<file path="src/rtl/bath_clk_pkg.sv">
// Shared types and constants for the bath heater timing chain.
// Latency: n/a (package only).
// Backpressure: n/a (package only).
// Contents: divider FSM state enum, standard half-period codes, and a
// helper that turns a half-period code into the resulting divide ratio.
package bath_clk_pkg;

    typedef enum logic [1:0] {
        ST_STOP  = 2'd0,
        ST_RUN   = 2'd1,
        ST_DRAIN = 2'd2
    } state_e;

    // Standard half-period codes for the heater's usual rates.
    localparam int unsigned HALF_FAST    = 0;     // divide-by-2
    localparam int unsigned HALF_DISPLAY = 499;   // display refresh base
    localparam int unsigned HALF_PWM     = 4999;  // heater PWM base

    // Divide ratio N = 2*(half+1) for a given half-period code.
    function automatic logic [31:0] div_ratio(input logic [31:0] half);
        return (half + 32'd1) << 1;
    endfunction

endpackage

</file>
<file path="src/rtl/div_half_cnt.sv">
// Half-period counter: counts 0..limit, wraps to 0 after limit, flags limit.
// Latency: tc is combinational from the registered count.
// Backpressure: none; clr overrides en.
// Ports: clk_in/rst (sync, active-high), clr (force count to 0), en (advance),
//        limit (terminal value), tc (count == limit).
module div_half_cnt
    import bath_clk_pkg::*;
#(
    parameter int WIDTH = 16
) (
    input  logic             clk_in,
    input  logic             rst,
    input  logic             clr,
    input  logic             en,
    input  logic [WIDTH-1:0] limit,
    output logic             tc
);

    logic [WIDTH-1:0] cnt_q;
    logic [WIDTH-1:0] cnt_d;

    assign tc = (cnt_q == limit);

    // Wrapping at limit keeps cnt <= limit, so the increment never overflows.
    always_comb begin
        cnt_d = cnt_q;
        if (clr) begin
            cnt_d = '0;
        end else if (en) begin
            cnt_d = tc ? '0 : cnt_q + 1'b1;
        end
    end

    always_ff @(posedge clk_in) begin
        if (rst) begin
            cnt_q <= '0;
        end else begin
            cnt_q <= cnt_d;
        end
    end

endmodule

</file>
<file path="src/rtl/clk_div_ctrl.sv">
// Runtime-programmable 50%-duty clock divider with glitch-free ratio changes.
// Latency: clk_out first rises cur_half+2 cycles after run is sampled high.
// Backpressure: cfg_ready drops while a code waits for the next period boundary.
// Ports: clk_in, rst (sync, active-high), run (level), cfg_valid/cfg_ready/
//        cfg_half (code handshake), clk_out (divided output), busy (not STOP),
//        tick (rise strobe, only when CLK_DIV_CTRL_TICK_EN is defined).
module clk_div_ctrl
    import bath_clk_pkg::*;
#(
    parameter int          WIDTH    = 16,
    parameter int unsigned DEF_HALF = 1
) (
    input  logic             clk_in,
    input  logic             rst,
    input  logic             run,
    input  logic             cfg_valid,
    input  logic [WIDTH-1:0] cfg_half,
    output logic             cfg_ready,
    output logic             clk_out,
    output logic             busy
`ifdef CLK_DIV_CTRL_TICK_EN
    ,
    output logic             tick
`endif
);

    localparam logic [WIDTH-1:0] RST_HALF = DEF_HALF[WIDTH-1:0];

    state_e           state_q, state_d;
    logic             clk_out_q, clk_out_d;
    logic [WIDTH-1:0] cur_half_q, cur_half_d;
    logic [WIDTH-1:0] pend_half_q, pend_half_d;
    logic             pend_q, pend_d;
    logic             cfg_ready_q, cfg_ready_d;
    logic             busy_q, busy_d;
`ifdef CLK_DIV_CTRL_TICK_EN
    logic             tick_q, tick_d;
`endif

    logic tc;
    logic xfer;
    logic boundary;
    logic stop_entry;
    logic cnt_clr;
    logic cnt_en;

    // Counter holds 0 whenever the next state is STOP, runs otherwise.
    assign cnt_clr = (state_d == ST_STOP);
    assign cnt_en  = (state_q != ST_STOP);

    div_half_cnt #(
        .WIDTH(WIDTH)
    ) u_cnt (
        .clk_in(clk_in),
        .rst   (rst),
        .clr   (cnt_clr),
        .en    (cnt_en),
        .limit (cur_half_q),
        .tc    (tc)
    );

    always_comb begin
        state_d     = state_q;
        clk_out_d   = clk_out_q;
        cur_half_d  = cur_half_q;
        pend_half_d = pend_half_q;
        pend_d      = pend_q;

        xfer     = cfg_valid && cfg_ready_q;
        // Period boundary: the high-to-low toggle.
        boundary = (state_q != ST_STOP) && tc && clk_out_q;

        unique case (state_q)
            ST_STOP: begin
                clk_out_d = 1'b0;
                if (run) begin
                    state_d = ST_RUN;
                end
            end
            ST_RUN: begin
                if (tc) begin
                    clk_out_d = ~clk_out_q;
                end
                if (!run) begin
                    if (!clk_out_q) begin
                        // Cutting a low phase short cannot create a runt high.
                        state_d   = ST_STOP;
                        clk_out_d = 1'b0;
                    end else if (tc) begin
                        // High phase ends this cycle anyway: stop at the boundary.
                        state_d = ST_STOP;
                    end else begin
                        state_d = ST_DRAIN;
                    end
                end
            end
            ST_DRAIN: begin
                if (tc) begin
                    clk_out_d = 1'b0;
                    state_d   = ST_STOP;
                end
            end
            default: begin
                state_d   = ST_STOP;
                clk_out_d = 1'b0;
            end
        endcase

        stop_entry = (state_q != ST_STOP) && (state_d == ST_STOP);

        // Pending code lands at a boundary or whenever we fall back to STOP.
        if (pend_q && (boundary || stop_entry)) begin
            cur_half_d = pend_half_q;
            pend_d     = 1'b0;
        end

        // A code taken on a boundary cycle waits for the following boundary;
        // with the divider idle (or going idle) it is safe to apply at once.
        if (xfer) begin
            pend_half_d = cfg_half;
            if ((state_q == ST_STOP) || stop_entry) begin
                cur_half_d = cfg_half;
            end else begin
                pend_d = 1'b1;
            end
        end

        cfg_ready_d = !pend_d;
        busy_d      = (state_d != ST_STOP);
`ifdef CLK_DIV_CTRL_TICK_EN
        tick_d      = clk_out_d && !clk_out_q;
`endif
    end

    always_ff @(posedge clk_in) begin
        if (rst) begin
            state_q     <= ST_STOP;
            clk_out_q   <= 1'b0;
            cur_half_q  <= RST_HALF;
            pend_half_q <= '0;
            pend_q      <= 1'b0;
            cfg_ready_q <= 1'b1;
            busy_q      <= 1'b0;
`ifdef CLK_DIV_CTRL_TICK_EN
            tick_q      <= 1'b0;
`endif
        end else begin
            state_q     <= state_d;
            clk_out_q   <= clk_out_d;
            cur_half_q  <= cur_half_d;
            pend_half_q <= pend_half_d;
            pend_q      <= pend_d;
            cfg_ready_q <= cfg_ready_d;
            busy_q      <= busy_d;
`ifdef CLK_DIV_CTRL_TICK_EN
            tick_q      <= tick_d;
`endif
        end
    end

    assign cfg_ready = cfg_ready_q;
    assign clk_out   = clk_out_q;
    assign busy      = busy_q;
`ifdef CLK_DIV_CTRL_TICK_EN
    assign tick      = tick_q;
`endif

endmodule

</file>
<file path="config.mk">
export PLATFORM = sky130hd
export DESIGN_NAME = clk_div_ctrl
export DESIGN_NICKNAME = d
export VERILOG_FILES = /design/src/rtl/bath_clk_pkg.sv /design/src/rtl/div_half_cnt.sv /design/src/rtl/clk_div_ctrl.sv
export SDC_FILE = /design/constraint.sdc
export NUM_CORES = 1
export LEC_CHECK = 0
export BUFFER_PORTS_ARGS = -buffer_cell sky130_fd_sc_hd__buf_2
export CORE_AREA = 5 5 74 110
export CTS_BUF_LIST = sky130_fd_sc_hd__clkbuf_16
export CTS_CLUSTER_DIAMETER = 100
export DETAILED_ROUTE_END_ITERATION = 10
export DIE_AREA = 0 0 79 115
export PLACE_DENSITY = 0.69
export SLEW_MARGIN = 15
export SYNTH_ARGS = -nofsm -noshare
export SYNTH_HDL_FRONTEND = slang
export SYNTH_SLANG_ARGS = --single-unit
</file>
<file path="constraint.sdc">
create_clock -name clk_in -period 3.72 [get_ports clk_in]
set_input_delay 0.744 -clock clk_in [delete_from_list [all_inputs] [get_ports clk_in]]
set_output_delay 0.744 -clock clk_in [all_outputs]
set_load 0.1 [all_outputs]
</file>
# Word-level counts from Yosys, hierarchy flattened
# Cells that the tools add are included.
[op_classes] add_sub_neg=1 n_mul=0 div_mod_pow=0 order_cmp=0 n_eq_ne=4 shifts=0 n_mux=18 bitwise_logic=1 n_reduce_logical=13
[op_table] operator="two-way mux 16 bit" n=4
[op_table] operator="adder 16 x 1 -> 16 bit, second input constant" n=1
[op_table] operator="== test 16 bit" n=1
[op_table] operator="two-way mux 2 bit" n=5
[op_table] operator="two-way mux 1 bit" n=7
[op_table] operator="one-hot mux 2 bit (3 select lines)" n=1
[op_table] operator="logical AND 1 bit" n=5
[op_table] operator="zero test 2 bit" n=2
[op_table] operator="nonzero test 2 bit" n=2
[op_table] operator="== test 2 x 1 -> 1 bit, second input constant" n=1
[op_table] operator="== test 2 bit, second input constant" n=1
[op_table] operator="logical OR 1 bit" n=2
[op_table] operator="!= test 2 bit, second input constant" n=1
[op_table] operator="one-hot mux 1 bit (2 select lines)" n=1
[op_table] operator="OR reduction 2 bit" n=1
[op_table] operator="zero test 1 bit" n=1
[op_table] operator="inverter 1 bit" n=1
[totals] regBits=54 latchBits=0 mem_bits_rw=0 mem_bits_ro=0 inputBits=20 output_inout_bits=3 word_cells=45 n_memories=0

# Longest topological paths before layout
# Gate-level depths: netlist of the first run.
[depth] word_depth=13 depth_mapped=12

# Modules after synthesis
# A second synthesis of the first run with hierarchy kept.
[hier_totals] hier_cells=316 hier_area_um2=2627.5
[by_module_without_submodules] module="clk_div_ctrl" n_inst=1 cells_per_inst=197 area_per_inst_um2=1672.9
[by_module_without_submodules] module="div_half_cnt" n_inst=1 cells_per_inst=119 area_per_inst_um2=954.7

# Worst setup path after synthesis of the first run
# OpenSTA, ideal clock, no wires.
[synth_timing] kind="register -> register" from="reg u_cnt.cnt_q[8]" to="reg cur_half_q[10]" setup_time_ns=0.058 t_arrival_ns=2.834 required_ns=3.662 path_slack_ns=0.828 stages_incl_launch_ff=13 path_buffers=3 period_less_slack_ns=2.892 cell_sequence="dfxtp_1 -> xor2_1 -> nor4_1 -> nand4_1 -> clkbuf_1 -> buf_2 -> ha_1 -> o21bai_2 -> nand3_2 -> buf_2 -> mux2i_1 -> a311oi_1 -> o21a_1"
[synth_via] elab_chain_cells=12 word_cells_on_any_way=16 classes_between="eq/ne: 1; mux: 8; reduce/logical: 7"
[synth_lines] item="from (decl)" line_no="div_half_cnt.sv:19" rtl="logic [WIDTH-1:0] cnt_q;"
[synth_lines] item="from (signal assigned)" line_no="div_half_cnt.sv:38" rtl="cnt_q <= cnt_d;"
[synth_lines] item="== test 16 bit *" line_no="div_half_cnt.sv:22" rtl="assign tc = (cnt_q == limit);"
[synth_lines] item="two-way mux 2 bit" line_no="clk_div_ctrl.sv:89" rtl="end else if (tc) begin"
[synth_lines] item="two-way mux 2 bit" line_no="clk_div_ctrl.sv:85" rtl="if (!clk_out_q) begin"
[synth_lines] item="two-way mux 2 bit" line_no="clk_div_ctrl.sv:84" rtl="if (!run) begin"
[synth_lines] item="one-hot mux 2 bit (3 select lines)" line_no="clk_div_ctrl.sv:73" rtl="unique case (state_q)"
[synth_lines] item="zero test 2 bit" line_no="clk_div_ctrl.sv:109" rtl="stop_entry = (state_q != ST_STOP) && (state_d == ST_STOP);"
[synth_lines] item="logical AND 1 bit" line_no="clk_div_ctrl.sv:109"
[synth_lines] item="logical OR 1 bit" line_no="clk_div_ctrl.sv:112" rtl="if (pend_q && (boundary || stop_entry)) begin"
[synth_lines] item="logical AND 1 bit" line_no="clk_div_ctrl.sv:112"
[synth_lines] item="two-way mux 16 bit" line_no="clk_div_ctrl.sv:112"
[synth_lines] item="two-way mux 16 bit" line_no="clk_div_ctrl.sv:121" rtl="if ((state_q == ST_STOP) || stop_entry) begin"
[synth_lines] item="two-way mux 16 bit *" line_no="clk_div_ctrl.sv:119" rtl="if (xfer) begin"
[synth_lines] item="to (signal assigned)" line_no="clk_div_ctrl.sv:150" rtl="cur_half_q <= cur_half_d;"
[synth_lines] item="to (decl)" line_no="clk_div_ctrl.sv:31" rtl="logic [WIDTH-1:0] cur_half_q, cur_half_d;"
# Mark *: on every way between the ends. The rest lies on a longest branch, timed or not.
# A chain may end at the register's enable or synchronous reset.

# Worst setup path in the final report of the first run
[layout_timing] from="reg u_cnt.cnt_q[8]" to="reg cur_half_q[15]"
# The elaborated chain is that of the path after synthesis.

==> impl_metrics.csv, run 1 <==
group,metric,value,unit
run_status,outcome,"finished, final reports clean",
detailed_routing,dr.pass1.iters,5,
hold_path,hold_end,"pend_half_q[14]",
clocking,cts_buffers,5,
detailed_routing,avgRoutedWirePerCell,15.7,µm
setup_path,end_kind,"flop",
timing,fin_worst_skew,0.00492,ns
synth,netlist_instances,375,
timing,fmax,343,MHz
global_routing,gr-total-overflow,0,
clocking,cts_tree,"yes",
detailed_routing,drc_errors,0,
global_routing,antenna_found_initial,0,
die,die-area,9090,µm²
setup_path,worstPathRequired,3.96,ns
setup_path,worstReg2RegEnd,"cur_half_q[15]",
finish,multi_input_area,1740,µm²
flow_run,cap_viol_max_count,0,
die,start_util,41.5,%
global_routing,grt_max_degree,55,
setup_path,reg2reg_depth,9,
synth,yosysUniqueCellTypes,41,
clocking,cts-hold-fix-buffers,0,
detailed_routing,via_per_inst,5.82,
clocking,postCtsSetupRepairBufs,0,
clocking,insertion_delay,0.29,ns
finish,drive_above_1_share,10.2,%
synth,syn-num-nets,398,
placement,portBuffers,22,
pwr,vdd_ir_drop_max,0.275,mV
timing,rsz0062_at_grt,"false",
timing,drv_slew,0,
synth,avgSynthCellArea,7.83,µm²
setup_path,crit_path_start_kind,"flop",
timing,final-hold-violation-count,0,
hold_path,min_path_type,"reg2reg",
die,die_h,115,µm
pwr,powerDensity,441,nW/µm²
synth,seq_area_frac_synth,36.8,%
placement,dpl.hpwl,4880,µm
clocking,htree_num_levels,2,
finish,n_antenna_cell,0,
pwr,power_leakage,1.35,nW
global_routing,grt_pass1_vias,2583,
timing,setup_viol,0,
synth,yosys_warnings,0,
timing,period_minus_slack,2.92,ns
detailed_routing,ant_nets,0,
clocking,cts_root_buf,"clkbuf_16",
synth,mappedNetlistArea,2940,µm²
clocking,cts_buffer_depth,2,
timing,slew_headroom,31.2,%
placement,gp_congestion,0.827,
detailed_routing,totalWireLength,7270,µm
finish,num-nets-final,407,
timing,fin_crit_sh,78.5,%
setup_path,critPathArrivalTime,3.16,ns
detailed_routing,first_iter_violations,153,
clocking,cts_num_sinks,54,
hold_path,whs_path_depth,2,
timing,tns,0,ns
die,io_pins,23,
die,die_w,79,µm
hold_path,worstHoldStart,"pend_half_q[14]",
finish,mostFrequentLayoutCells,"nand2_1, dfxtp_1, nor2_1, xor2_1, a21oi_1",
finish,area_growth,10.8,%
setup_path,crit-reg2reg-launch,"u_cnt.cnt_q[8]",
die,core_area,7080,µm²
synth,ys_ff_latch,54,
global_routing,grt_use_total,16.2,%
clocking,clk_pin_slew,0.07,ns
timing,worst_pin_slew,1.03,ns
die,rows,38,
detailed_routing,via_count,2702,
finish,final_common_cell,"nand2_1",
finish,ff_latch_area,1080,µm²
clocking,postCtsResizedCells,0,
global_routing,grt_pass1_wl,11900,µm
setup_path,worst-path-max-fanout,17,
finish,nFillCells,683,
timing,whs,0.466,ns
setup_path,r2r_slack,0.80,ns
setup_path,critPathKind,"reg2reg",
==> per-layer routing <==
metal	share of wire (%)	wire, µm	vias up	global-route usage, %
met4	3.0	221	0	9.17
li1	-	-	1332	-
met1	44	3160	1281	18.3
met5	0	0	-	0
met3	3.6	264	17	2.35
met2	50	3620	72	28.9
==> power by group <==
part	switching [mW]	leakage, nW	total [mW]	internal [mW]
combinational	0.164	0.831	0.264	0.100
sequential	0.0424	0.443	0.662	0.620
clock	0.199	0.0773	0.510	0.312
==> synthesized netlist by cell type, drive strengths merged <==
master    n  share of area, %
a311o     1              0.34
or3b      1              0.30
nand2b    1              0.21
mux2      1              0.38
nor4      4              0.85
nand3     9               1.7
o2111ai   2              0.60
nor3     17               3.1
buf       6              0.98
o21a     14               3.6
clkbuf   19               2.4
dfxtp    54                37
xor2     25               7.5
and4      2              0.60
or2       1              0.21
a311oi   15               4.5
and2      2              0.43
nand2    73               9.3
o311a     1              0.34
nor2     41               5.2
a31oi    14               3.0
xnor2     5               1.5
o21bai    1              0.38
inv       6              0.77
a21oi    23               3.9
mux2i    15               5.1
a21o      2              0.51
o211ai    1              0.26
o311ai    1              0.55
a22oi     1              0.26
ha        3               1.3
o22ai     1              0.21
nand4     2              0.43
a32oi     2              0.60
nor2b     1              0.21
a211oi    4               1.0
o21ai     4              0.68
==> final cells by class <==
class | instances | share of cell area (%)
sequential | 54 | 33.2
inverter | 6 | 0.692
clock buffer | 5 | 3.84
timing repair buffer | 27 | 4.54
tap | 80 | 3.08
clock inverter | 2 | 1.04
multi-input combinational | 290 | 53.6
==> metrics by stage <==
stage	util (%)	worst slack [ns]	cells	power, mW	cell area (µm²)
2_1_floorplan	-	0.828	375	0.862	2940
3_3_place_gp	43.6	0.880	457	0.925	3090
3_5_place_dp	43.6	0.846	457	0.936	3090
4_1_cts	45.8	0.779	464	1.45	3250
5_1_grt	45.9	0.659	464	1.51	3250
6_report	45.9	0.801	464	1.44	3250
==> worst max-delay path, cell delays in order (launching register included) <==
cell	delay, ns
dfxtp_1	0.36
xor2_1	0.19
nor4_1	0.31
nand4_1	0.19
ha_1	0.27
o21bai_2	0.28
nand3_2	0.50
mux2i_1	0.26
a311oi_1	0.32
o21a_1	0.17
==> cells by family (layout without fill, tap and decap cells) <==
| logic type | count (synthesis) | after routing | synth area share [%] |
|---|---|---|---|
| AND/OR/NAND/NOR | 154 | 154 | 22.6 |
| XOR/XNOR | 30 | 30 | 8.95 |
| flip-flops | 54 | 54 | 36.8 |
| AO/OA/AOI/OAI | 87 | 87 | 20.7 |
| multiplexers | 16 | 16 | 5.50 |
| buffers and inverters | 31 | 40 | 4.18 |
| adder cells (fa/ha/maj) | 3 | 3 | 1.28 |
==> flip-flops by register name, summed over array words and instances (netlist names) <==
signal,cells
clk_out,1
busy,1
u_cnt.cnt_q,16
state_q,2
pend_q,1
pend_half_q,16
cfg_ready,1
cur_half_q,16
==> worst max-delay path by stage <==
stage | startpoint | to | slack, ns | depth (start not counted)
5_1_grt | u_cnt.cnt_q[0] | cur_half_q[0] | 0.66 | 9
3_5_place_dp | u_cnt.cnt_q[2] | cur_half_q[14] | 0.85 | 9
6_report | u_cnt.cnt_q[8] | cur_half_q[15] | 0.80 | 9
4_1_cts | u_cnt.cnt_q[2] | cur_half_q[14] | 0.78 | 9
2_1_floorplan | u_cnt.cnt_q[8] | cur_half_q[10] | 0.83 | 12
3_3_place_gp | cur_half_q[2] | cur_half_q[14] | 0.88 | 9
Note: power is estimated with default switching activity, not from simulation.
==> inputs of run 2 (changes only) <==
==> constraint.sdc (replaced) <==
create_clock -name clk_in -period 3 [get_ports clk_in]
set_input_delay 0.6 -clock clk_in [delete_from_list [all_inputs] [get_ports clk_in]]
set_output_delay 0.6 -clock clk_in [all_outputs]
set_load 0.1 [all_outputs]
==> impl_metrics.csv, run 2 (synthesis results as in run 1) <==
group,metric,value,unit
pwr,switching_share,30.2,%
die,die_w,79,µm
flow_run,cap_viol_max_count,0,
clocking,postCtsSetupRepairBufs,0,
die,rows,38,
timing,drv_slew,0,
timing,setup_viol,0,
timing,fmax,393,MHz
finish,area_growth,11.5,%
detailed_routing,dr.pass1.iters,5,
timing,rsz0062_at_grt,"false",
detailed_routing,drc_errors,0,
detailed_routing,first_iter_violations,159,
setup_path,critPathKind,"reg2reg",
pwr,p_seq_share,47.6,%
clocking,cts_root_buf,"clkbuf_16",
timing,final-hold-violation-count,0,
global_routing,grt_pass1_wl,12400,µm
detailed_routing,avgRoutedWirePerCell,15.2,µm
die,die_h,115,µm
pwr,vdd_ir_drop_max,0.403,mV
pwr,p_int,1.20,mW
timing,whs,0.457,ns
timing,slew_headroom,34.6,%
global_routing,grt_pass1_vias,2626,
hold_path,min_path_type,"reg2reg",
setup_path,end_kind,"flop",
finish,multi_input_area,1740,µm²
setup_path,critPathArrivalTime,2.79,ns
finish,ff_latch_area,1080,µm²
clocking,cts-hold-fix-buffers,0,
timing,fin_crit_sh,84.9,%
timing,period_minus_slack,2.55,ns
clocking,insertion_delay,0.30,ns
run_status,outcome,"finished, final reports clean",
die,io_pins,23,
finish,final_common_cell,"nand2_1",
clocking,clk_pin_slew,0.07,ns
clocking,cts_buffers,5,
detailed_routing,ant_nets,0,
finish,top_regs,"cur_half_q x16, pend_half_q x16, u_cnt.cnt_q x16",
global_routing,antenna_found_initial,0,
detailed_routing,via_per_inst,5.71,
pwr,pwr-share-comb,18.9,%
pwr,powerDensity,526,nW/µm²
global_routing,grt_use_total,17.0,%
die,core_area,7080,µm²
pwr,power.switching,0.520,mW
clocking,cts_buffer_depth,2,
clocking,htree_num_levels,2,
placement,portBuffers,22,
timing,fin_worst_skew,0.00798,ns
finish,drive_above_1_share,11.3,%
detailed_routing,totalWireLength,7120,µm
setup_path,worstPathRequired,3.25,ns
setup_path,crit_path_start_kind,"flop",
placement,dpl.hpwl,5010,µm
placement,gp_congestion,0.850,
setup_path,worst-path-max-fanout,17,
finish,n_antenna_cell,0,
finish,num-nets-final,411,
timing,worst_pin_slew,0.981,ns
finish,nFillCells,686,
pwr,power_leakage,1.37,nW
detailed_routing,via_count,2678,
finish,mostFrequentLayoutCells,"nand2_1, dfxtp_1, nor2_1, xor2_1, a21oi_1",
die,start_util,41.5,%
clocking,postCtsResizedCells,0,
timing,tns,0,ns
pwr,p_clk_share,33.4,%
global_routing,gr-total-overflow,0,
clocking,cts_num_sinks,54,
global_routing,grt_max_degree,55,
clocking,cts_tree,"yes",
die,die-area,9090,µm²
==> run 2: cell count changes in the layout (fill, tap and decap cells not counted) <==
cell and change:
inv_1 +1, clkinv_1 -1, o21ai_4 -1, buf_12 +1, clkinv_4 +1, o21ai_2 +1
bufinv_16 -1, clkinv_2 +1, buf_4 +3
==> run 2: power groups by stage <==
stage | clock network [mW] | registers, mW | logic [mW]
global placement | 0 | 0.833 | 0.317
floorplan | 0 | 0.841 | 0.228
CTS | 0.589 | 0.820 | 0.328
detailed placement | 0 | 0.837 | 0.326
global route | 0.618 | 0.827 | 0.367
finish | 0.576 | 0.820 | 0.326
==> run 2: metal layers <==
metal / GRT usage [%] / routed length (µm)
met1: 19.8 / 2950
met2: 30.8 / 3790
met3: 2.43 / 213
met4: 7.22 / 163
met5: 0 / 0
==> run 2: final timing paths <==
kind	startpoint	endpoint	slack, ns	cells after the start
worst min-delay path	pend_half_q[14]	pend_half_q[14]	0.46	2
worst max register to register	u_cnt.cnt_q[12]	cur_half_q[4]	0.45	10
worst min register to register	pend_half_q[14]	pend_half_q[14]	0.46	2
worst max-delay path	u_cnt.cnt_q[12]	cur_half_q[4]	0.45	10
==> run 2: metrics by stage <==
step                worst slack, ns  power [mW]  area, µm²  util (%)  std cells
finish                        0.454        1.72       3270      46.2        469
detailed placement            0.481        1.16       3130      44.2        461
floorplan                     0.108        1.07       2940         -        375
CTS                           0.447        1.74       3270      46.2        469
global placement              0.528        1.15       3130      44.2        461
global route                  0.255        1.81       3270      46.2        469
==> run 2: layout make-up <==
type,count,share of cell area [%]
Clock buffer,5,3.82
Multi-Input combinational cell,290,53.1
Timing Repair Buffer,31,5.81
Tap cell,80,3.06
Clock inverter,3,0.535
Sequential cell,54,33.0
Inverter,6,0.688
==> run 2: worst max-delay path: stages, from the launching register on <==
cell and delay (ns):
dfxtp_1 0.35, xor2_1 0.18, nor4_1 0.32, nand4_1 0.19
ha_1 0.27, o21bai_2 0.25, nand3_2 0.13, buf_12 0.20
mux2i_1 0.13, a311oi_1 0.30, o21a_1 0.16
